[config.mk]
export PLATFORM = sky130hd
export DESIGN_NAME = wb_port_scheduler_flat
export DESIGN_NICKNAME = d
export VERILOG_FILES = /design/src/rtl/wb_port_scheduler_if.sv /design/src/rtl/wb_port_scheduler.sv /design/src/flat_wrapper.sv
export SDC_FILE = /design/constraint.sdc
export NUM_CORES = 1
export LEC_CHECK = 0
export BUFFER_PORTS_ARGS = -buffer_cell sky130_fd_sc_hd__buf_2
export CORE_MARGIN = 1.5
export CORE_UTILIZATION = 50
export CTS_CLUSTER_DIAMETER = 40
export DETAILED_ROUTE_END_ITERATION = 10
export HOLD_SLACK_MARGIN = 0.03
export PLACE_DENSITY = 0.8
export SKIP_LAST_GASP = 1
export SYNTH_ARGS = -nofsm -noshare
export SYNTH_HDL_FRONTEND = slang
export SYNTH_SLANG_ARGS = --single-unit
[constraint.sdc]
create_clock -name clk -period 2.8 [get_ports clk]
set_clock_uncertainty 0.05 [all_clocks]
set_input_delay 0.14 -clock clk [delete_from_list [all_inputs] [get_ports clk]]
set_output_delay 0.14 -clock clk [all_outputs]
set_load 0.01 [all_outputs]
[src/rtl/wb_port_scheduler_if.sv]
// wb_port_scheduler_if: W-stage retire, host loader and register-file write bundle.
// The scheduler takes the slave view; the producer side takes the master view.
interface wb_port_scheduler_if;
  logic        W_valid;
  logic [2:0]  W_stat;
  logic [3:0]  W_icode;
  logic [3:0]  W_dstE;
  logic [3:0]  W_dstM;
  logic [63:0] W_valE;
  logic [63:0] W_valM;
  logic        w_ready;
  logic        host_req;
  logic [3:0]  host_addr;
  logic [63:0] host_data;
  logic        host_ack;
  logic        rf_we;
  logic [3:0]  rf_waddr;
  logic [63:0] rf_wdata;
  logic        halted;

  modport master (
    output W_valid, W_stat, W_icode, W_dstE, W_dstM,
    output W_valE, W_valM,
    output host_req, host_addr, host_data,
    input  w_ready, host_ack,
    input  rf_we, rf_waddr, rf_wdata, halted
  );

  modport slave (
    input  W_valid, W_stat, W_icode, W_dstE, W_dstM,
    input  W_valE, W_valM,
    input  host_req, host_addr, host_data,
    output w_ready, host_ack,
    output rf_we, rf_waddr, rf_wdata, halted
  );
endinterface

[src/rtl/wb_port_scheduler.sv]
// wb_port_scheduler: single write-port sequencer for the Y86-64 register file.
// Arbitrates W-stage retirement, popq split writes and host loader writes.
module wb_port_scheduler #(
  parameter int HOST_MAX_WAIT = 8,
  parameter int WAIT_W        = 4
) (
  input logic                clk,
  input logic                rst_n,
  wb_port_scheduler_if.slave bus
);

  typedef enum logic [1:0] {
    RUN    = 2'd0,
    SECOND = 2'd1,
    HALT   = 2'd2
  } state_e;

  localparam logic [3:0]        NONE     = 4'hF;
  localparam logic [2:0]        AOK      = 3'd1;
  localparam logic [WAIT_W-1:0] MAX_WAIT = WAIT_W'(HOST_MAX_WAIT);

  state_e            state_q, state_d;
  logic              rf_we_q, rf_we_d;
  logic [3:0]        rf_waddr_q, rf_waddr_d;
  logic [63:0]       rf_wdata_q, rf_wdata_d;
  logic              host_ack_q, host_ack_d;
  logic              halted_q, halted_d;
  logic [WAIT_W-1:0] wait_q, wait_d;
  logic [3:0]        m_addr_q, m_addr_d;
  logic [63:0]       m_data_q, m_data_d;

  logic host_pend;
  logic host_force;
  logic grant;
  logic w_acc;
  logic e_ok;
  logic m_ok;

  assign e_ok = (bus.W_icode inside {4'd2, 4'd3, 4'd6, 4'd8,
                                     4'd9, 4'd10, 4'd11})
              && (bus.W_dstE != NONE);
  assign m_ok = (bus.W_icode inside {4'd5, 4'd11})
              && (bus.W_dstM != NONE);

  // a request still high during its own ack cycle is the one just served
  assign host_pend  = bus.host_req && !host_ack_q;
  assign host_force = host_pend && (wait_q >= MAX_WAIT);

  assign bus.w_ready = rst_n && (state_q == RUN) && !host_force;
  assign w_acc       = bus.W_valid && bus.w_ready;

  always_comb begin
    state_d    = state_q;
    rf_we_d    = 1'b0;
    rf_waddr_d = rf_waddr_q;
    rf_wdata_d = rf_wdata_q;
    host_ack_d = 1'b0;
    halted_d   = halted_q;
    m_addr_d   = m_addr_q;
    m_data_d   = m_data_q;
    wait_d     = wait_q;
    grant      = 1'b0;
    unique case (state_q)
      RUN: begin
        if (host_force) begin
          grant = 1'b1;
        end else if (w_acc && bus.W_stat != AOK) begin
          state_d  = HALT;
          halted_d = 1'b1;
        end else if (w_acc && e_ok && m_ok &&
                     bus.W_dstE != bus.W_dstM) begin
          rf_we_d    = 1'b1;
          rf_waddr_d = bus.W_dstE;
          rf_wdata_d = bus.W_valE;
          m_addr_d   = bus.W_dstM;
          m_data_d   = bus.W_valM;
          state_d    = SECOND;
        end else if (w_acc && m_ok) begin
          rf_we_d    = 1'b1;
          rf_waddr_d = bus.W_dstM;
          rf_wdata_d = bus.W_valM;
        end else if (w_acc && e_ok) begin
          rf_we_d    = 1'b1;
          rf_waddr_d = bus.W_dstE;
          rf_wdata_d = bus.W_valE;
        end else if (host_pend) begin
          grant = 1'b1;
        end
      end
      SECOND: begin
        rf_we_d    = 1'b1;
        rf_waddr_d = m_addr_q;
        rf_wdata_d = m_data_q;
        state_d    = RUN;
      end
      HALT: begin
        grant = host_pend;
      end
      default: begin
        state_d = RUN;
      end
    endcase
    if (grant) begin
      host_ack_d = 1'b1;
      if (bus.host_addr != NONE) begin
        rf_we_d    = 1'b1;
        rf_waddr_d = bus.host_addr;
        rf_wdata_d = bus.host_data;
      end
    end
    if (!host_pend || grant) begin
      wait_d = '0;
    end else if (wait_q != '1) begin
      wait_d = wait_q + 1'b1;
    end
  end

  always_ff @(posedge clk) begin
    if (!rst_n) begin
      state_q    <= RUN;
      rf_we_q    <= 1'b0;
      rf_waddr_q <= '0;
      rf_wdata_q <= '0;
      host_ack_q <= 1'b0;
      halted_q   <= 1'b0;
      wait_q     <= '0;
      m_addr_q   <= '0;
      m_data_q   <= '0;
    end else begin
      state_q    <= state_d;
      rf_we_q    <= rf_we_d;
      rf_waddr_q <= rf_waddr_d;
      rf_wdata_q <= rf_wdata_d;
      host_ack_q <= host_ack_d;
      halted_q   <= halted_d;
      wait_q     <= wait_d;
      m_addr_q   <= m_addr_d;
      m_data_q   <= m_data_d;
    end
  end

  assign bus.rf_we    = rf_we_q;
  assign bus.rf_waddr = rf_waddr_q;
  assign bus.rf_wdata = rf_wdata_q;
  assign bus.host_ack = host_ack_q;
  assign bus.halted   = halted_q;

endmodule

[src/flat_wrapper.sv]
// flat-port wrapper written by rule: the top's interface ports become plain ports
module wb_port_scheduler_flat 
#(
  parameter int HOST_MAX_WAIT = 8,
  parameter int WAIT_W        = 4
)
  (clk, rst_n, bus_W_valid, bus_W_stat, bus_W_icode, bus_W_dstE, bus_W_dstM, bus_W_valE, bus_W_valM, bus_host_req, bus_host_addr, bus_host_data, bus_w_ready, bus_host_ack, bus_rf_we, bus_rf_waddr, bus_rf_wdata, bus_halted);
  wb_port_scheduler_if bus_i ();
  input logic clk;
  input logic rst_n;
  input wire logic [$bits(bus_i.W_valid)-1:0] bus_W_valid;
  input wire logic [$bits(bus_i.W_stat)-1:0] bus_W_stat;
  input wire logic [$bits(bus_i.W_icode)-1:0] bus_W_icode;
  input wire logic [$bits(bus_i.W_dstE)-1:0] bus_W_dstE;
  input wire logic [$bits(bus_i.W_dstM)-1:0] bus_W_dstM;
  input wire logic [$bits(bus_i.W_valE)-1:0] bus_W_valE;
  input wire logic [$bits(bus_i.W_valM)-1:0] bus_W_valM;
  input wire logic [$bits(bus_i.host_req)-1:0] bus_host_req;
  input wire logic [$bits(bus_i.host_addr)-1:0] bus_host_addr;
  input wire logic [$bits(bus_i.host_data)-1:0] bus_host_data;
  output wire logic [$bits(bus_i.w_ready)-1:0] bus_w_ready;
  output wire logic [$bits(bus_i.host_ack)-1:0] bus_host_ack;
  output wire logic [$bits(bus_i.rf_we)-1:0] bus_rf_we;
  output wire logic [$bits(bus_i.rf_waddr)-1:0] bus_rf_waddr;
  output wire logic [$bits(bus_i.rf_wdata)-1:0] bus_rf_wdata;
  output wire logic [$bits(bus_i.halted)-1:0] bus_halted;
  assign bus_i.W_valid = bus_W_valid;
  assign bus_i.W_stat = bus_W_stat;
  assign bus_i.W_icode = bus_W_icode;
  assign bus_i.W_dstE = bus_W_dstE;
  assign bus_i.W_dstM = bus_W_dstM;
  assign bus_i.W_valE = bus_W_valE;
  assign bus_i.W_valM = bus_W_valM;
  assign bus_i.host_req = bus_host_req;
  assign bus_i.host_addr = bus_host_addr;
  assign bus_i.host_data = bus_host_data;
  assign bus_w_ready = bus_i.w_ready;
  assign bus_host_ack = bus_i.host_ack;
  assign bus_rf_we = bus_i.rf_we;
  assign bus_rf_waddr = bus_i.rf_waddr;
  assign bus_rf_wdata = bus_i.rf_wdata;
  assign bus_halted = bus_i.halted;
  wb_port_scheduler #(.HOST_MAX_WAIT(HOST_MAX_WAIT), .WAIT_W(WAIT_W)) u_core (.clk(clk), .rst_n(rst_n), .bus(bus_i));
endmodule
# == Word level (Yosys, flattened, before mapping) ==
# Index checks and enable logic that the tools add are counted.
# word_totals
register_bits,145
output_inout_bits,72
in_bits,215
# classes
n_lt_le_gt_ge,1
n_addsub,1
n_eq_ne,18
n_bitwise,4
muxes,36
reduce_logical,23
# op_table
op,count
64-bit two-way mux,7
64-bit case mux with 2 select lines,1
4-bit two-way mux,7
4-bit equality test (second input constant),4
4-bit != test (second input constant),4
1-bit two-way mux,14
1-bit logical AND,12
4-bit by 2-bit equality test with 1-bit output (second input constant),2
4-bit by 3-bit equality test with 1-bit output (second input constant),2
4-bit case mux with 2 select lines,1
7-bit nonzero test,1
2-bit two-way mux,3
3-bit AND reduction,2
4-bit by 1-bit adder with 4-bit output (second input constant),1
4-bit greater-or-equal comparator (second input constant),1
4-bit != test,1
1-bit inverter,4
1-bit case mux with 2 select lines,2
2-bit case mux with 2 select lines,1
4-bit AND reduction,1
1-bit logical NOT,3
3-bit by 1-bit != test with 1-bit output (second input constant),1
3-bit != test (second input constant),1
2-bit by 1-bit equality test with 1-bit output (second input constant),1
other kinds (6),6

# == Logic depth before layout (Yosys ltp) ==
# Gate-level depths: netlist of the first run.
# logic_depth
ltp_word,15
ltp_mapped,9
mapped_depth_nobuf,6

# == Worst setup path after synthesis of the first run ==
# No wires, ideal clock.
# synth_timing
path_type,reg2reg
from,register u_core.state_q[1]
to,register u_core.state_q[0]
setup_time_ns,0.103
path_slack_ns,0.858
arrival_ns,1.788
path_stages_with_launch,9
cell_sequence,dfxtp_1 buf_2 nor3b_2 nand3_1 nor2_1 buf_2 buf_2 inv_2 a2111oi_2
# synth_between
elab_chain_cells,9
elab_cells_between_ends,16
classes_between,eq/ne (3); mux (3); bitwise (1); reduce/logical (9)
# synth_lines
item,line_no,source
"start, declared",wb_port_scheduler.sv:22,"state_e state_q, state_d;"
"start signal, assigned",wb_port_scheduler.sv:130,state_q <= state_d;
2-bit logical NOT,"wb_port_scheduler.sv:49, wb_port_scheduler.sv:63",
1-bit logical AND (2 in series),wb_port_scheduler.sv:49,assign bus.w_ready = rst_n && (state_q == RUN) && !host_force;
1-bit logical AND,wb_port_scheduler.sv:50,assign w_acc = bus.W_valid && bus.w_ready;
1-bit logical AND (3 in series),wb_port_scheduler.sv:70,end else if (w_acc && e_ok && m_ok &&
3-bit != test (no source line),-,
3-bit AND reduction (no source line),-,
# Several ways; a longest one is shown, not always the timed one. The select of a mux whose other input is x is not followed.
# A chain may end at the register's enable or synchronous reset.

# == Final worst setup path of the first run ==
# layout_timing
from,input port bus_W_dstM[3]
to,"register u_core.rf_wdata_q[23], in the netlist u_core.bus.rf_wdata[23]"
# layout_between
elab_chain_cells,10
elab_cells_between_ends,18
classes_between,eq/ne (2); mux (12); reduce/logical (4)
# layout_lines
item,line_no,source
"start, declared",flat_wrapper.sv:15,input wire logic [$bits(bus_i.W_dstM)-1:0] bus_W_dstM;
4-bit != test,wb_port_scheduler.sv:43,&& (bus.W_dstM != NONE);
1-bit logical AND,wb_port_scheduler.sv:43,
1-bit logical AND (on tied branches),"wb_port_scheduler.sv:78, wb_port_scheduler.sv:70",
64-bit two-way mux / 1-bit logical AND (equally long branches),"wb_port_scheduler.sv:78, wb_port_scheduler.sv:70",
64-bit two-way mux,wb_port_scheduler.sv:70,
64-bit two-way mux,wb_port_scheduler.sv:67,end else if (w_acc && bus.W_stat != AOK) begin
64-bit two-way mux,wb_port_scheduler.sv:65,if (host_force) begin
64-bit case mux with 2 select lines,wb_port_scheduler.sv:63,unique case (state_q)
64-bit two-way mux,wb_port_scheduler.sv:105,if (bus.host_addr != NONE) begin
64-bit two-way mux *,wb_port_scheduler.sv:103,if (grant) begin
"end signal, assigned",wb_port_scheduler.sv:133,rf_wdata_q <= rf_wdata_d;
"end, declared",wb_port_scheduler.sv:25,"logic [63:0] rf_wdata_q, rf_wdata_d;"
# Every way passes the cells marked *; elsewhere a longest branch is shown, timed or not.

==> flow_summary_export.csv, run 1 <==
group,metric,value,unit
worst_hold_path,hold_start,"bus_W_valE[45]",
clocking,post_cts_resize_count,0,
sta,report.final.hold_viol_count,0,
die,rows,46,
sta,clock.fmax,377.4,MHz
drt,routed.top_layer,"met5",
die,core_area,0.01583,mm2
logic_synthesis,ys_ff_latch,145,
clocking,clock_latency,430,ps
setup_path,worst-setup-path-type,"input pin to flop",
drt,dr_wl_met3,4089,um
setup_path,critPathMaxFanout,39,
die,die_area,0.01688,mm2
global_route,grt_max_degree,116,
place,dp_hpwl,17580,um
status,violations,"DRC",
place,port_buffers,286,
setup_path,timing.rr.start,"u_core.state_q[0]",
die,die_x,129.9,um
drt,drc,3,
drt,via_count,10890,
clocking,cts_sinks,145,
clocking,cts_buffer_depth,2,
logic_synthesis,synth_edf_count,0,
cells_and_area,area_delta_synth_final,48.94,%
pwr,p_total,5.826,mW
job,max_cap_violations,0,
die,pin_count,287,
place,gp_congestion,0.8836,
sta,tightest_slew,1050,ps
clocking,clk_pin_slew,60,ps
sta,fin_tns_setup,0,ps
cells_and_area,fin_util,0.7579,
clocking,numCtsBuffers,17,
pwr,ir_worst_vdd,0.4805,mV
global_route,track_usage,0.4121,
sta,fin_ws,150.2,ps
logic_synthesis,synthCells,997,
logic_synthesis,ys.flop_type,"dfxtp_1",
logic_synthesis,async_flop_share,0,
pwr,powerDensity,485.7,mW/mm2
drt,routed_wl,34890,um
logic_synthesis,yosys.cell_types.count,48,
place,dpl_worst_slack,298.0,ps
worst_hold_path,min_path_type,"input pin to flop",
cells_and_area,nets,1626,
global_route,grt_pass1_wl,54450,um
clocking,ctsRootBufferMaster,"clkbuf_16",
setup_path,arrival,2950,ps
logic_synthesis,synth_fp_nets,1214,
sta,relSlewSlack,0.2980,
setup_path,required,3100,ps
logic_synthesis,seq_area_frac_synth,0.3604,
setup_path,crit_path_start,"bus_W_dstM[3]",
drt,drtIter0Drc,1729,
logic_synthesis,syn-cell-area,0.008054,mm2
logic_synthesis,avgSynthCellArea,8.078,um2
drt,drt-vias-per-instance,6.656,
sta,min_period,2650,ps
global_route,overflow,0,
sta,maxSlewViolCount,0,
global_route,antenna_found_initial,1,
die,start_util,0.5089,
drt,met2_length,16150,um
sta,post-route-period-util,0.9463,
drt,postRouteAntennaNets,0,
clocking,cts-hold-fix-buffers,187,
clocking,cts_tree,"built",
logic_synthesis,yosysTopAreaCell,"dfxtp_1",
setup_path,cp-end-kind,"flop",
setup_path,start_kind,"input pin",
logic_synthesis,synth_top_area_frac,0.3604,
cells_and_area,drive_gt1_frac,0.2509,
drt,wl_per_cell,21.33,um
status,status,"finished with violations",
pwr,total_leakage_power,4.825,nW
die,die_h,129.9,um
logic_synthesis,synth_area_leaders,"dfxtp_1 (36%), o221ai_1 (7.2%), nand2_1 (6.6%)",
drt,m1WireLength,12420,um
logic_synthesis,synth_warnings,0,
sta,rsz0062_at_grt,"false",
drt,dr.pass1.iters,11,
clocking,postCtsSetupBuffers,0,
sta,finalSetupViolations,0,
global_route,grt_pass1_vias,10690,
clocking,htreeDepth,4,
## placed cells by master (no fill, tap or decap), types with 7 or more instances in the layout
cell type,n
a21oi_1,21
a221oi_1,34
a21boi_1,7
a21boi_0,61
a211oi_1,15
a22o_1,47
dfxtp_1,144
a31oi_1,21
dlygate4sd3_1,189
clkbuf_16,17
o221ai_1,66
o21ai_0,72
and3_1,34
nor3_1,41
buf_2,285
nand2_1,141
buf_4,27
a22oi_1,47
o22ai_1,50
nor2_1,26
## worst max-delay path, stage by stage
cell           delay (ps)
dlygate4sd3_1         540
buf_2                 170
nand4_1               120
o211a_1               170
o31a_1                340
nor2_4                810
buf_4                 360
a221oi_1               90
o22ai_1               160
## registers in the layout, summed over array words and instances (netlist names), 2 cells and up
name	cells
u_core.bus.rf_wdata	64
u_core.m_data_q	64
u_core.bus.rf_waddr	4
u_core.m_addr_q	4
u_core.wait_q	4
u_core.state_q	2
## Yosys cell counts, types with 2 or more instances
library cell	n
a31oi_1	21
dfxtp_1	145
buf_1	7
ha_1	2
buf_4	4
o22ai_1	50
a221oi_1	34
a21boi_0	61
inv_1	6
clkbuf_1	74
o221ai_1	66
buf_6	5
nand2_1	141
o21ai_0	72
a21oi_1	22
and3b_1	2
nor2_2	2
and3_1	34
and2_1	2
a222oi_1	2
o31a_1	2
nor2b_1	3
a21boi_1	7
o211a_1	3
xnor2_1	5
nand4_1	5
nor3_1	41
a211oi_1	15
nor2_1	27
nand3_1	4
a22oi_1	47
a22o_1	47
nor3b_1	4
buf_2	21
## path summary, 6_finish.rpt
| check | end | slack [ps] | cells past startpoint |
|---|---|---|---|
| worst max register to register | u_core.bus.rf_wdata[23] | 220 | 7 |
| worst min register to register | u_core.m_data_q[19] | 410 | 2 |
| worst min-delay path | u_core.bus.rf_wdata[45] | 30 | 3 |
| worst max-delay path | u_core.bus.rf_wdata[23] | 150 | 9 |
## through the flow
stage | cell area, um2 | instances | hold WS (ps)
final | 12000 | 1636 | 32.35
after global routing | 11990 | 1635 | 48.59
after floorplan | 8054 | 997 | 180.9
after CTS | 11970 | 1633 | 31.26
after detailed placement | 9570 | 1417 | 360.0
after global placement | 9570 | 1417 | 350.9
## logic make-up after synthesis
logic type	share of synthesized area
AO/OA/AOI/OAI	0.4075
AND/OR/NAND/NOR	0.1575
flip-flops	0.3604
buffers and inverters	0.06478
XOR/XNOR	0.005437
adder cells (fa/ha/maj)	0.003107
multiplexers	0.001243
## power by group
| part | switching [mW] | internal, mW |
|---|---|---|
| Sequential | 0.146 | 2.19 |
| Clock | 0.857 | 1.23 |
| Combinational | 0.724 | 0.686 |
| Total | 1.73 | 4.10 |
## per-layer routing
metal  GRT usage  vias to the layer above
li1            -                     4689
met1      0.4845                     4871
met2      0.6580                     1034
met3      0.1320                      293
met4      0.2484                        2
met5           0                        -
## cell type report
class	count	area, um2
Multi-Input combinational cell	734	4681
Fill cell	1064	3832
Timing Repair Buffer	504	3581
Sequential cell	145	2904
Clock buffer	23	498.0
Tap cell	216	270.3
Clock inverter	6	32.53
Inverter	7	26.28
Antenna cell	1	2.502
(Power assumes the default switching activity.)
==> run 2: changes to the inputs <==
--- a/config.mk
+++ b/config.mk
@@ -7,4 +7,5 @@
 export LEC_CHECK = 0
+export ABC_AREA = 1
 export BUFFER_PORTS_ARGS = -buffer_cell sky130_fd_sc_hd__buf_2
-export CORE_MARGIN = 1.5
+export CORE_MARGIN = 1
 export CORE_UTILIZATION = 50
@@ -13,3 +14,3 @@
 export HOLD_SLACK_MARGIN = 0.03
-export PLACE_DENSITY = 0.8
+export PLACE_DENSITY = 0.76
 export SKIP_LAST_GASP = 1
==> constraint.sdc (replaced) <==
create_clock -name clk -period 2.8 [get_ports clk]
set_clock_uncertainty 0.05 [all_clocks]
set_input_delay 0.42 -clock clk [delete_from_list [all_inputs] [get_ports clk]]
set_output_delay 0.42 -clock clk [all_outputs]
set_load 0.01 [all_outputs]
==> run 2 against run 1 <==
The run now ends clean. Worst setup slack better by 170 ps. Worst hold slack better by 180 ps. Sequential share of layout area decreased by 1.9 points. Critical path depth grew 2. Cell count rose by 51%. Critical path type is now flop to flop.
==> flow_summary_export.csv, run 2 <==
group,metric,value,unit
cells_and_area,drive_gt1_frac,0.1724,
logic_synthesis,syn-cell-area,0.01084,mm2
drt,dr.pass1.iters,6,
clocking,cts_tree,"built",
setup_path,path_cells,"inv_2 -> nand2_2 -> nor2_4 -> nand3_2 -> inv_2 -> nand2_4 -> nor2_4 -> nand3_4 -> buf_4 -> o21ai_0 -> a21oi_1",
clocking,cts_buffer_depth,2,
clocking,post_cts_resize_count,0,
die,rows,53,
drt,routed_wl,37000,um
global_route,grt_pass1_wl,58800,um
global_route,antenna_found_initial,6,
clocking,postCtsSetupBuffers,0,
clocking,clk_pin_slew,70,ps
setup_path,crit_slowest_cell,"dfxtp_1",
logic_synthesis,synthTopCellsByCount,"nand2_1 (528), inv_1 (458), a21oi_1 (159), nor2_1 (146), dfxtp_1 (145)",
logic_synthesis,yosysTopAreaCell,"dfxtp_1",
place,dp_hpwl,23490,um
logic_synthesis,synth_edf_count,0,
place,port_buffers,286,
setup_path,r2r_slack,320,ps
sta,tightest_slew,822.1,ps
global_route,track_usage,0.3322,
setup_path,start_kind,"flop",
sta,relSlewSlack,0.4520,
worst_hold_path,min_path_type,"input pin to flop",
logic_synthesis,seq_area_frac_synth,0.2679,
global_route,grt_max_degree,75,
logic_synthesis,synth.most_common_cell,"nand2_1",
status,status,"complete, no violations",
clocking,htreeDepth,4,
place,gp_congestion,0.8897,
logic_synthesis,yosys.cell_types.count,26,
clocking,cts_sinks,145,
logic_synthesis,synthCells,1978,
setup_path,worst-setup-path-type,"flop to flop",
cells_and_area,nets,2402,
cells_and_area,area_delta_synth_final,20.21,%
clocking,cts-hold-fix-buffers,0,
setup_path,cpPeakStageDelay,360,ps
job,max_cap_violations,0,
clocking,clock_latency,430,ps
pwr,powerDensity,484.8,mW/mm2
drt,drt-vias-per-instance,5.305,
sta,maxSlewViolCount,0,
setup_path,cp-end-kind,"flop",
sta,fin_tns_setup,0,ps
setup_path,crit_family,"simple AND/OR/NAND/NOR gates",
drt,postRouteAntennaNets,0,
setup_path,critPathMaxFanout,38,
setup_path,arrival,2730,ps
clocking,numCtsBuffers,17,
logic_synthesis,synth_area_leaders,"dfxtp_1 (27%), nand2_1 (18%), inv_1 (16%)",
sta,rsz0062_at_grt,"false",
drt,wl_per_cell,14.94,um
cells_and_area,most-common-layout-cells,"nand2_1 (523), inv_1 (458), buf_2 (285), a21oi_1 (159), dfxtp_1 (145)",
logic_synthesis,synth_top_area_frac,0.2679,
global_route,grt_pass1_vias,12010,
sta,fin_ws,320.7,ps
global_route,overflow,0,
die,pin_count,287,
sta,min_period,2479,ps
setup_path,required,3050,ps
sta,finalSetupViolations,0,
sta,clock.fmax,403.3,MHz
place,dpl_worst_slack,242.7,ps
sta,post-route-period-util,0.8855,
logic_synthesis,synth_warnings,0,
pwr,ir_worst_vdd,0.3823,mV
die,die_x,149.2,um
drt,drc,0,
logic_synthesis,ys_ff_latch,145,
clocking,ctsRootBufferMaster,"clkbuf_16",
die,core_area,0.02115,mm2
pwr,total_leakage_power,7.134,nW
die,die_area,0.02227,mm2
pwr,p_total,6.315,mW
drt,via_count,13140,
logic_synthesis,ys.flop_type,"dfxtp_1",
logic_synthesis,avgSynthCellArea,5.479,um2
logic_synthesis,synth_fp_nets,2195,
drt,drtIter0Drc,1050,
die,die_h,149.2,um
setup_path,path_buf_inv,3,
sta,report.final.hold_viol_count,0,
cells_and_area,mostFrequentLayoutCell,"nand2_1",
logic_synthesis,async_flop_share,0,
die,start_util,0.5123,
==> run 2: report_power, final <==
| part | switching [mW] | total, mW | internal [mW] |
|---|---|---|---|
| clock | 1.03 | 2.19 | 1.16 |
| combinational | 1.13 | 1.79 | 0.657 |
| sequential | 0.115 | 2.33 | 2.22 |
| total | 2.28 | 6.31 | 4.04 |
==> run 2: layer usage <==
layer  GRT usage  vias to the layer above  part of all wire
met4      0.1628                        4             0.036
met2      0.5514                      730              0.46
li1            -                     6519                 -
met5           0                        -           0.00065
met1      0.4193                     5783              0.40
met3     0.04924                      105              0.10
==> run 2: worst reg2reg max path, delay by kind of cell, from the launching register on <==
kind | cells | cell delay [ps]
DFF | 1 | 360
AOI/OAI and AO/OA | 2 | 280
buffers and inverters | 3 | 720
and+or+nand+nor | 6 | 920
==> run 2: logic make-up (layout without fill, tap and decap cells) <==
| family | Yosys count | after routing | synth area share |
|---|---|---|---|
| compound gates | 348 | 348 | 0.1692 |
| xor+xnor | 1 | 1 | 0.0008084 |
| fa+ha+maj | 2 | 2 | 0.002309 |
| buf+inv | 601 | 821 | 0.2159 |
| flops | 145 | 145 | 0.2679 |
| other cells | 0 | 4 | 0 |
| simple gates | 881 | 881 | 0.3440 |
==> run 2: cell type report <==
| cell class | instances | area (um2) |
|---|---|---|
| antenna | 4 | 10.01 |
| clock buffer | 17 | 425.4 |
| clock inverter | 15 | 127.6 |
| fill | 2069 | 8128 |
| inverter | 463 | 1738 |
| multi-input combinational | 1232 | 5644 |
| sequential | 145 | 2903 |
| tap | 275 | 344.1 |
| timing repair buffer | 326 | 1834 |
==> run 2: through the flow <==
step / util / std cells / area (um2) / hold slack, ps
2_1_floorplan: - / 1978 / 10840 / 374.5
3_3_place_gp: 0.5892 / 2441 / 12460 / 386.9
6_report: 0.6158 / 2477 / 13030 / 208.7
3_5_place_dp: 0.5892 / 2441 / 12460 / 390.7
4_1_cts: 0.6153 / 2473 / 13020 / 193.1
5_1_grt: 0.6158 / 2477 / 13030 / 212.7
==> run 2: path summary, 6_finish.rpt <==
check	start	endpoint	cells past startpoint
setup / recovery	u_core.state_q[1]	u_core.m_data_q[52]	11
setup reg to reg	u_core.state_q[1]	u_core.m_data_q[52]	11
hold / removal	bus_host_data[42]	u_core.bus.rf_wdata[42]	3
hold reg to reg	u_core.m_data_q[8]	u_core.m_data_q[8]	2
==> run 3: changes to the inputs <==
Settings changed: CTS_BUF_LIST from default to sky130_fd_sc_hd__clkbuf_8.
==> run 3 against run 2 <==
Register-to-register slack hardly changed. Via count is 0.25% lower. Combinational power hardly changed. Critical endpoint unchanged. Largest cell class unchanged. Largest power group unchanged.
==> flow_summary_export.csv, run 3 (synthesized netlist as in run 2, its figures left out) <==
group,metric,value,unit
place,port_buffers,286,
pwr,powerDensity,446.1,mW/mm2
drt,postRouteAntennaNets,0,
die,die_h,149.2,um
sta,maxSlewViolCount,0,
global_route,grt_busiest_layer,"met2",
sta,min_period,2486,ps
clocking,cts_tree,"built",
setup_path,required,3100,ps
clocking,postCtsSetupBuffers,0,
sta,relSlewSlack,0.4532,
pwr,ir_worst_vdd,0.2670,mV
setup_path,cpPeakStageDelay,370,ps
global_route,use_met3,0.05505,
status,status,"complete, no violations",
drt,drt-vias-per-instance,5.294,
setup_path,start_kind,"flop",
clocking,numCtsBuffers,17,
global_route,track_usage,0.3308,
cells_and_area,area_delta_synth_final,18.42,%
drt,wl_per_cell,14.88,um
sta,report.final.hold_viol_count,0,
drt,dr.pass1.iters,6,
global_route,grt_pass1_wl,58520,um
setup_path,path_buf_inv,3,
cells_and_area,most-common-layout-cells,"nand2_1 (523), inv_1 (458), buf_2 (285), a21oi_1 (159), dfxtp_1 (145)",
global_route,grt_pass1_vias,11950,
die,pin_count,287,
clocking,clock_latency,480,ps
sta,clock.fmax,402.3,MHz
cells_and_area,drive_gt1_frac,0.1724,
sta,post-route-period-util,0.8878,
place,gp_congestion,0.8897,
worst_hold_path,min_path_type,"input pin to flop",
setup_path,arrival,2790,ps
drt,via_count,13110,
clocking,cts-hold-fix-buffers,0,
sta,rsz0062_at_grt,"false",
global_route,use_met1,0.4188,
setup_path,crit_slowest_cell,"dfxtp_1",
drt,routed_wl,36840,um
drt,drc,0,
clocking,clk_pin_slew,100,ps
place,dp_hpwl,23490,um
cells_and_area,mostFrequentLayoutCell,"nand2_1",
sta,fin_tns_setup,0,ps
global_route,met2_usage,0.5470,
cells_and_area,fin_util,0.6066,
setup_path,r2r_slack,310,ps
place,dpl_cell_area,0.01246,mm2
clocking,post_cts_resize_count,0,
clocking,htreeDepth,4,
global_route,antenna_found_initial,5,
place,dp.cells,2441,
setup_path,critPathMaxFanout,38,
cells_and_area,nets,2402,
die,core_area,0.02115,mm2
clocking,ctsRootBufferMaster,"clkbuf_8",
die,start_util,0.5123,
die,die_area,0.02227,mm2
global_route,grt_max_degree,75,
drt,drtIter0Drc,999,
die,rows,53,
clocking,cts_sinks,145,
setup_path,worst-setup-path-type,"flop to flop",
job,max_cap_violations,0,
cells_and_area,postLayoutCellArea,0.01283,mm2
clocking,cts_buffer_depth,2,
setup_path,path_cells,"inv_2 -> nand2_2 -> nor2_4 -> nand3_2 -> inv_2 -> nand2_4 -> nor2_4 -> nand3_4 -> buf_4 -> o21ai_0 -> a21oi_1",
setup_path,cp-end-kind,"flop",
global_route,overflow,0,
cells_and_area,instances_no_fill,2476,
setup_path,crit_family,"simple AND/OR/NAND/NOR gates",
sta,finalSetupViolations,0,
sta,tightest_slew,820.2,ps
pwr,total_leakage_power,7.047,nW
die,die_x,149.2,um
[run 3: metrics by stage]
stage	setup slack, ps	hold WS [ps]	power, mW
CTS	337.3	143.5	5.722
finish	314.1	156.2	5.725
floorplan	920.9	374.5	3.488
global route	139.9	160.3	6.071
detailed placement	242.7	390.7	4.134
global placement	369.2	386.9	4.104
[run 3: final cells by class]
cell class / instances / area [um2]
Fill cell: 2099 / 8322
Antenna cell: 3 / 7.507
Sequential cell: 145 / 2903
Tap cell: 275 / 344.1
Clock inverter: 15 / 127.6
Timing Repair Buffer: 326 / 1834
Clock buffer: 17 / 234.0
Inverter: 463 / 1738
Multi-Input combinational cell: 1232 / 5644
[run 3: final timing paths]
| kind | endpoint | start | depth (start not counted) |
|---|---|---|---|
| min | u_core.bus.rf_wdata[42] | bus_host_data[42] | 3 |
| max reg2reg | u_core.m_data_q[52] | u_core.state_q[1] | 11 |
| min reg2reg | u_core.bus.halted | u_core.bus.halted | 2 |
| max | u_core.m_data_q[52] | u_core.state_q[1] | 11 |
[run 3: worst register-to-register path, cell delays in order (launching register included)]
cell     delay, ps
dfxtp_1        370
inv_2          230
nand2_2        140
nor2_4         130
nand3_2        130
inv_2          140
nand2_4         80
nor2_4         180
nand3_4        270
buf_4          360
o21ai_0        230
a21oi_1         70
[run 3: layer usage]
metal | vias up | share of wire | wire, um
li1 | 6507 | - | -
met1 | 5814 | 0.41 | 15150
met2 | 677 | 0.46 | 16940
met3 | 106 | 0.094 | 3451
met4 | 4 | 0.035 | 1274
met5 | - | 0.00065 | 24
[run 3: power by group]
| part | total, mW | internal, mW | switching [mW] |
|---|---|---|---|
| Combinational | 1.79 | 0.657 | 1.13 |
| Clock | 1.61 | 0.640 | 0.966 |
| Sequential | 2.33 | 2.22 | 0.113 |
